--- config.mk ---
export PLATFORM = sky130hd
export DESIGN_NAME = bp_io_cmd_tracker
export DESIGN_NICKNAME = d
export VERILOG_FILES = /design/src/rtl/bp_io_cmd_tracker.sv
export SDC_FILE = /design/constraint.sdc
export NUM_CORES = 1
export LEC_CHECK = 0
export ABC_AREA = 1
export BUFFER_PORTS_ARGS = -buffer_cell sky130_fd_sc_hd__buf_4
export CAP_MARGIN = 0
export CORE_AREA = 2 2 188 190
export DETAILED_ROUTE_END_ITERATION = 6
export DIE_AREA = 0 0 190 192
export PLACE_DENSITY = 0.68
export RECOVER_POWER = 50
export SLEW_MARGIN = 20
export SYNTH_ARGS = -nofsm -noshare
export SYNTH_HDL_FRONTEND = slang
export SYNTH_SLANG_ARGS = --single-unit
--- constraint.sdc ---
create_clock -name clk_i -period 8.5 [get_ports clk_i]
set_input_delay 1.275 -clock clk_i [delete_from_list [all_inputs] [get_ports clk_i]]
set_output_delay 1.275 -clock clk_i [all_outputs]
set_load 0.01 [all_outputs]
--- src/rtl/bp_io_cmd_tracker.sv ---
// bp_io_cmd_tracker: buffers I/O commands, limits uncached I/O in flight,
// and restores tracked command headers onto converter responses.
// Message layout, LSB first: msg_type, addr, size, payload, then data.
module bp_io_cmd_tracker #(
    parameter int paddr_width_p     = 40,
    parameter int cce_block_width_p = 64,
    parameter int lce_id_width_p    = 4,
    parameter int lce_assoc_p       = 8,
    parameter int msg_type_width_p  = 4,
    parameter int size_width_p      = 3,
    parameter int max_outstanding_p = 2,
    localparam int payload_width_lp = lce_id_width_p + $clog2(lce_assoc_p),
    localparam int hdr_width_lp     = msg_type_width_p + paddr_width_p
                                    + size_width_p + payload_width_lp,
    localparam int cce_mem_msg_width_lp = hdr_width_lp + cce_block_width_p
) (
    input  logic                            clk_i,
    input  logic                            reset_i,

    input  logic [cce_mem_msg_width_lp-1:0] io_cmd_i,
    input  logic                            io_cmd_v_i,
    output logic                            io_cmd_ready_o,

    output logic [cce_mem_msg_width_lp-1:0] io_cmd_o,
    output logic                            io_cmd_v_o,
    input  logic                            io_cmd_yumi_i,

    input  logic [cce_mem_msg_width_lp-1:0] io_resp_i,
    input  logic                            io_resp_v_i,
    output logic                            io_resp_ready_o,

    output logic [cce_mem_msg_width_lp-1:0] io_resp_o,
    output logic                            io_resp_v_o,
    input  logic                            io_resp_ready_i,

    output logic                            error_o
);

    localparam int ptr_width_lp = (max_outstanding_p > 1)
                                ? $clog2(max_outstanding_p) : 1;
    localparam int cnt_width_lp = $clog2(max_outstanding_p + 1);
    localparam int addr_lsb_lp  = msg_type_width_p;
    localparam int addr_msb_lp  = addr_lsb_lp + paddr_width_p - 1;

    localparam logic [cnt_width_lp-1:0] cnt_max_lp =
        cnt_width_lp'(max_outstanding_p);
    localparam logic [ptr_width_lp-1:0] ptr_last_lp =
        ptr_width_lp'(max_outstanding_p - 1);

    // Tracker pointers wrap at the configured depth, not at a power of 2
    function automatic logic [ptr_width_lp-1:0] f_ptr_next(
        input logic [ptr_width_lp-1:0] p
    );
        return (p == ptr_last_lp) ? '0 : p + 1'b1;
    endfunction

    // Two-entry input buffer
    logic [cce_mem_msg_width_lp-1:0] r_buf [2];
    logic                            r_buf_wptr;
    logic                            r_buf_rptr;
    logic [1:0]                      r_buf_cnt;

    // Header tracker and credit counter
    logic [hdr_width_lp-1:0] r_trk [max_outstanding_p];
    logic [ptr_width_lp-1:0] r_trk_wptr;
    logic [ptr_width_lp-1:0] r_trk_rptr;
    logic [cnt_width_lp-1:0] r_cnt;
    logic                    r_error;

    logic                            w_buf_full;
    logic                            w_buf_empty;
    logic [cce_mem_msg_width_lp-1:0] w_buf_head;
    logic                            w_enq;
    logic                            w_deq;
    logic                            w_credit_ok;
    logic                            w_have_out;
    logic                            w_pop;
    logic [hdr_width_lp-1:0]         w_trk_head;
    logic [paddr_width_p-1:0]        w_resp_addr;
    logic [paddr_width_p-1:0]        w_head_addr;
    logic                            w_addr_mismatch;
    logic                            w_unused;

    assign w_buf_full  = (r_buf_cnt == 2'd2);
    assign w_buf_empty = (r_buf_cnt == 2'd0);
    assign w_buf_head  = r_buf[r_buf_rptr];
    assign w_credit_ok = (r_cnt < cnt_max_lp);
    assign w_have_out  = (r_cnt != '0);

    // Ready is held low while reset is applied, independent of buffer state
    assign io_cmd_ready_o = ~w_buf_full & ~reset_i;
    assign w_enq          = io_cmd_v_i & io_cmd_ready_o;

    assign io_cmd_o   = w_buf_head;
    assign io_cmd_v_o = ~w_buf_empty & w_credit_ok;
    assign w_deq      = io_cmd_yumi_i & io_cmd_v_o;

    assign w_trk_head = r_trk[r_trk_rptr];

    assign io_resp_ready_o = io_resp_ready_i & w_have_out;
    assign io_resp_v_o     = io_resp_v_i & w_have_out;
    assign io_resp_o       = {io_resp_i[cce_mem_msg_width_lp-1:hdr_width_lp],
                              w_trk_head};
    assign w_pop           = io_resp_v_i & io_resp_ready_o;

    // Only the address is compared; the converter regenerates msg_type
    assign w_resp_addr     = io_resp_i[addr_msb_lp:addr_lsb_lp];
    assign w_head_addr     = w_trk_head[addr_msb_lp:addr_lsb_lp];
    assign w_addr_mismatch = (w_resp_addr != w_head_addr);

    assign w_unused = ^{io_resp_i[hdr_width_lp-1:addr_msb_lp+1],
                        io_resp_i[addr_lsb_lp-1:0]};

    assign error_o = r_error;

    // Input buffer storage, written at the tail on accept
    always_ff @(posedge clk_i) begin
        if (w_enq) begin
            r_buf[r_buf_wptr] <= io_cmd_i;
        end
    end

    // Input buffer pointers and occupancy
    always_ff @(posedge clk_i) begin
        if (reset_i) begin
            r_buf_wptr <= 1'b0;
            r_buf_rptr <= 1'b0;
            r_buf_cnt  <= 2'd0;
        end else begin
            if (w_enq) r_buf_wptr <= ~r_buf_wptr;
            if (w_deq) r_buf_rptr <= ~r_buf_rptr;
            if (w_enq & ~w_deq) begin
                r_buf_cnt <= r_buf_cnt + 2'd1;
            end else if (~w_enq & w_deq) begin
                r_buf_cnt <= r_buf_cnt - 2'd1;
            end
        end
    end

    // Tracker storage records each forwarded header in order
    always_ff @(posedge clk_i) begin
        if (w_deq) begin
            r_trk[r_trk_wptr] <= w_buf_head[hdr_width_lp-1:0];
        end
    end

    // Tracker pointers and credit count; push and pop together cancel
    always_ff @(posedge clk_i) begin
        if (reset_i) begin
            r_trk_wptr <= '0;
            r_trk_rptr <= '0;
            r_cnt      <= '0;
        end else begin
            if (w_deq) r_trk_wptr <= f_ptr_next(r_trk_wptr);
            if (w_pop) r_trk_rptr <= f_ptr_next(r_trk_rptr);
            if (w_deq & ~w_pop) begin
                r_cnt <= r_cnt + 1'b1;
            end else if (~w_deq & w_pop) begin
                r_cnt <= r_cnt - 1'b1;
            end
        end
    end

    // Sticky address-mismatch flag, cleared only by reset
    always_ff @(posedge clk_i) begin
        if (reset_i) begin
            r_error <= 1'b0;
        end else if (w_pop & w_addr_mismatch) begin
            r_error <= 1'b1;
        end
    end

endmodule
==> flow_metrics.py, run 1 <==
metrics = {
    "run_status": {
        "outcome": "finished with violations",
        "violations": "capacitance limit, slew limit",
    },
    "sta": {
        "finalSetupViolCount": 0,
        "fmax_ghz": 0.1716,
        "worst_slew_pin_slew_ps": 3646,
        "finalCriticalPeriod_ps": 5827,
        "post-route-period-util_pct": 68.56,
        "hold_viol_final": 0,
        "final_max_slew_viol_count": 154,
        "fin_setup_tns_ps": 0,
        "slew_headroom_pct": -143.0,
        "rsz0062_at_grt": "false",
        "finalWorstSetupSlack_ps": 2673,
        "finClkSkew_ps": 9.416,
    },
    "clock_network": {
        "cts-resized-gates": 0,
        "cts_tree": "yes",
        "clkTransAtPathRegs_ps": 60,
        "cts_setup_buffers": 0,
        "numClockSinks": 355,
        "clk_latency_ps": 540,
        "cts_htree_levels": 2,
        "hold_buffers": 0,
        "clock_path_buffers": 3,
        "cts_made_buffers": 40,
        "root_buffer": "clkbuf_16",
    },
    "placement": {
        "dp_slack_ps": 4763,
        "hpwlAfterDp_um": 26210,
        "place_congestion": 0.8337,
        "portBuffers": 340,
    },
    "layout": {
        "areaGrowthSynthToFinish_pct": 26.27,
        "fillers": 2894,
        "finalNetCount": 1504,
        "antenna_cells": 0,
        "drive_gt1_share_pct": 35.99,
    },
    "logic_synthesis": {
        "netlist_instances": 959,
        "synth_area_um2": 14210,
        "synth-seq-cells": 355,
        "yosys_warnings": 0,
        "synthesis.nets": 1203,
        "syn-mean-instance-area_um2": 14.81,
        "yosysSeqAreaShare_pct": 74.26,
        "synth_cell_types": 24,
    },
    "global_routing": {
        "grt_max_degree": 76,
        "grt_pass1_wl_um": 52320,
        "antenna_found_initial": 2,
        "grt_pass1_vias": 8598,
        "grt_overflow": 0,
        "grtUsageTotal_pct": 19.70,
    },
    "power_and_ir_drop": {
        "power_frac_seq_pct": 43.6,
        "ir_drop_uv": 223.8,
        "leakage_nw": 6.985,
        "pwr_density_cell_nw_per_um2": 286.9,
        "p_int_mw": 3.678,
        "clkPwrFrac_pct": 31.8,
        "pwr-share-comb_pct": 24.6,
        "swShare_pct": 28.53,
        "p_switching_mw": 1.468,
    },
    "floorplan": {
        "die_x_um": 190,
        "io_pins": 483,
        "start_util_pct": 41.43,
        "dieHeight_um": 192,
        "core_area_um2": 34290,
        "rows": 68,
        "dieArea_um2": 36480,
    },
    "worst_setup_path": {
        "critPathMaxFanout": 65,
        "crit_type": "reg2out",
        "cp-end-kind": "output pin",
        "required_ps": 7220,
        "arrival_ps": 4550,
        "cp-start-kind": "flip-flop",
    },
    "drt": {
        "viasPerCell": 4.841,
        "route.detailed.drc": 0,
        "vias": 8457,
        "first_pass_iters": 6,
        "ant_nets": 0,
        "wl_per_cell_um": 21.08,
        "routed_wl_um": 36830,
        "drt_iter0_drc": 353,
    },
    "min_path": {
        "hold_class": "reg2reg",
    },
    "flow_run": {
        "max_cap_viol_count": 4,
    },
}
synthesized netlist by cell type:
library cell  instances  area, µm²
inv_2                 1      3.750
buf_2                17      85.08
inv_1                42      157.7
nor2_1               22      82.58
o211ai_1              4      30.03
nand2_1             257      964.7
edfxtp_1            344      10330
ha_1                  2      25.02
nor3b_1               2      15.01
o21bai_1              2      15.01
or2_2                 2      12.51
o21a_1                2      15.01
clkbuf_1              3      11.26
buf_6                 4      45.04
o21ai_0               2      10.01
dfxtp_1              11      220.2
buf_1                 1      3.750
buf_4                65      488.0
xor2_1                4      35.03
o21ai_1               4      20.02
nand3b_1             23      172.7
a21oi_1              13      65.06
mux2_2              118       1329
nand3_1              14      70.07
cell families after synthesis:
| kind of cell | synth area share [%] |
|---|---|
| AO/OA/AOI/OAI | 1.092 |
| XOR/XNOR | 0.2466 |
| adder cells (fa/ha/maj) | 0.1761 |
| buffers and inverters | 5.593 |
| flip-flops | 74.26 |
| multiplexers | 9.354 |
| AND/OR/NAND/NOR | 9.274 |
cell usage in the layout, fill, tap and decap left out, drive strengths merged:
| cell | synthesis | routed |
|---|---|---|
| a21oi | 13 | 13 |
| buf | 87 | 226 |
| bufinv | 0 | 2 |
| clkbuf | 3 | 172 |
| clkinv | 0 | 18 |
| dfxtp | 11 | 11 |
| edfxtp | 344 | 344 |
| ha | 2 | 2 |
| inv | 43 | 48 |
| mux2 | 118 | 118 |
| nand2 | 257 | 257 |
| nand3 | 14 | 14 |
| nand3b | 23 | 23 |
| nor2 | 22 | 22 |
| nor3b | 2 | 2 |
| o211ai | 4 | 4 |
| o21a | 2 | 2 |
| o21ai | 6 | 6 |
| o21bai | 2 | 2 |
| or2 | 2 | 2 |
| xor2 | 4 | 4 |
worst paths after layout:
kind,from,end,slack (ps),cells past startpoint
worst min-delay path,error_o,error_o,460,2
worst max-delay path,flip-flop,io_cmd_o[47],2670,3
worst max register to register,r_buf_cnt[0],r_trk[0][44],4360,5
worst min register to register,error_o,error_o,460,2
per-layer routing:
metal  GRT usage [%]  share of wire, %  vias up  routed length [µm]
li1                -                 -     3951                   -
met4           12.46               5.8        4                2153
met2           33.30                49      392               17880
met3           9.264                12      103                4454
met5               0             0.073        -                  27
met1           19.56                33     4007               12320
layout make-up:
cell class | count | area [µm²] | share of cell area (%)
Sequential cell | 355 | 10550 | 58.82
Multi-Input combinational cell | 471 | 2869 | 15.99
Timing Repair Buffer | 349 | 2534 | 14.12
Clock buffer | 49 | 1056 | 5.887
Tap cell | 455 | 569.3 | 3.174
Clock inverter | 25 | 195.2 | 1.088
Inverter | 43 | 163.9 | 0.9137
worst max-delay path, stage by stage, from the launching register on:
cell and delay (ps):
dfxtp_1 2340, buf_4 970, mux2_2 460, buf_4 160
registers in the layout, indices dropped and copies added, names as in the netlist, named ones only:
signal      cells
error_o         1
r_cnt           2
r_buf_cnt       2
r_trk_rptr      1
r_buf         236
r_buf_wptr      1
r_trk         108
r_trk_wptr      1
r_buf_rptr      1
stage by stage:
stage / hold slack [ps] / area (µm²) / util, % / total power, mW / cells
6_report: 459.4 / 17940 / 52.32 / 5.146 / 1747
5_1_grt: 489.8 / 17940 / 52.32 / 5.384 / 1747
4_1_cts: 463.2 / 18050 / 52.65 / 5.237 / 1747
3_5_place_dp: 450.4 / 16800 / 49.00 / 3.586 / 1673
3_3_place_gp: 449.6 / 16800 / 48.99 / 3.559 / 1673
2_1_floorplan: 461.2 / 14210 / - / 2.984 / 959
power groups by stage:
stage	Sequential (mW)	Combinational [mW]	Clock, mW
floorplan	2.24	0.741	0
global placement	2.26	1.29	0
detailed placement	2.27	1.31	0
CTS	2.24	1.32	1.68
global route	2.26	1.38	1.74
finish	2.24	1.27	1.64
Note: power is estimated with default switching activity, not from simulation.
==> run 2, diff against run 1 <==
- clock period: 8.5 -> 6 ns (I/O delays scaled with it)
==> run 2 against run 1 <==
The flow still finishes with violations (capacitance limit, slew limit). Clock skew grew 4.0 ps. Sequential cell count stayed put. First-iteration DRC count up 2.3%. Via count down 0.20%. Routed wire length is 1.3% higher. Power is 41% higher. Die area is the same. Critical path depth is the same. Non-clock buffer count is 3 higher.
==> flow_metrics.py, run 2 (synthesized netlist as in run 1, its figures left out) <==
metrics = {
    "worst_setup_path": {
        "cp-start-kind": "flip-flop",
        "critPathMaxFanout": 48,
        "required_ps": 5100,
        "arrival_ps": 3670,
        "crit_type": "reg2out",
        "cp-end-kind": "output pin",
    },
    "power_and_ir_drop": {
        "leakage_nw": 6.972,
        "p_total_mw": 7.264,
        "ir_drop_uv": 310.4,
        "pwr_density_cell_nw_per_um2": 405.1,
    },
    "sta": {
        "final_max_slew_viol_count": 140,
        "finalSetupViolCount": 0,
        "hold_viol_final": 0,
        "finalCriticalPeriod_ps": 4575,
        "holdWs_ps": 478.9,
        "finClkSkew_ps": 13.38,
        "post-route-period-util_pct": 76.25,
        "finalWorstSetupSlack_ps": 1425,
        "fmax_ghz": 0.2186,
        "fin_setup_tns_ps": 0,
        "worst_slew_pin_slew_ps": 2491,
        "rsz0062_at_grt": "false",
        "slew_headroom_pct": -66.71,
    },
    "placement": {
        "hpwlAfterDp_um": 26910,
        "dp.cells": 1676,
        "place_congestion": 0.8077,
        "portBuffers": 340,
        "dp_slack_ps": 2753,
        "dpl_cell_area_um2": 16820,
    },
    "floorplan": {
        "start_util_pct": 41.43,
        "io_pins": 483,
        "dieHeight_um": 192,
        "core_area_um2": 34290,
        "dieArea_um2": 36480,
        "die_x_um": 190,
        "rows": 68,
    },
    "drt": {
        "routed_wl_um": 37320,
        "viasPerCell": 4.837,
        "drt_iter0_drc": 361,
        "wl_per_cell_um": 21.39,
        "first_pass_iters": 5,
        "vias": 8440,
        "ant_nets": 0,
        "route.detailed.drc": 0,
    },
    "layout": {
        "top_regs": "r_buf: 236 flops, r_trk: 108 flops",
        "design_area_um2": 17930,
        "drive_gt1_share_pct": 36.59,
        "final_cell_mix": "edfxtp_1, nand2_1, buf_4",
        "areaGrowthSynthToFinish_pct": 26.21,
        "fin_util_pct": 52.29,
        "final_common_cell": "edfxtp_1",
        "final_cells": 1745,
        "top_register": "r_buf",
        "largest_reg_flops": 236,
        "antenna_cells": 0,
        "finalNetCount": 1505,
    },
    "clock_network": {
        "cts_setup_buffers": 0,
        "cts_htree_levels": 2,
        "clock_path_buffers": 3,
        "clkTransAtPathRegs_ps": 60,
        "clk_latency_ps": 530,
        "cts-resized-gates": 0,
        "root_buffer": "clkbuf_16",
        "hold_buffers": 0,
        "cts_made_buffers": 38,
        "cts_tree": "yes",
        "numClockSinks": 355,
    },
    "min_path": {
        "hold_class": "reg2reg",
    },
    "global_routing": {
        "grt_max_degree": 49,
        "grt_pass1_wl_um": 52600,
        "antenna_found_initial": 2,
        "grt_overflow": 0,
        "grt_pass1_vias": 8661,
        "grtUsageTotal_pct": 19.70,
    },
    "run_status": {
        "outcome": "finished with violations",
        "violations": "capacitance limit, slew limit",
    },
    "flow_run": {
        "max_cap_viol_count": 5,
    },
}
-- run 2: cell types whose count changed in the layout (fill, tap and decap cells not counted), sizes merged --
cell / before / now
clkinvlp: 0 / 2
inv: 48 / 43
clkbuf: 172 / 166
bufinv: 2 / 3
buf: 226 / 231
clkinv: 18 / 19
-- run 2: final timing paths --
path	from	slack, ps	end	cells past startpoint
min	error_o	480	error_o	2
max reg2reg	r_buf_cnt[0]	2300	r_buf[1][11]	5
min reg2reg	error_o	480	error_o	2
max	flip-flop	1430	io_cmd_o[4]	3
-- run 2: cell type report --
cell class,instances,area (µm²)
clock buffers,45,1008
clock inverters,24,215.2
fillers,2926,16360
inverters,43,161.4
multi-input cells,471,2861
flip-flops and latches,355,10560
well taps,455,569.3
repair buffers,352,2556
-- run 2: report_power, final --
part | switching, mW | internal [mW] | total (mW)
Combinational | 1.02 | 0.795 | 1.82
Sequential | 0.107 | 3.06 | 3.17
Clock | 0.947 | 1.34 | 2.28
Total | 2.07 | 5.19 | 7.26
-- run 2: worst max-delay path, stage by stage (launching register included) --
cell	delay, ps
dfxtp_4	810
clkbuf_1	1620
mux2_2	520
buf_4	160
-- run 2: routing by layer --
metal  wire (µm)  part of all wire [%]  GRT usage (%)
met1       12230                    33          19.07
met2       19010                    51          35.33
met3        4546                    12          9.538
met4        1504                   4.0          8.885
met5          32                 0.086              0
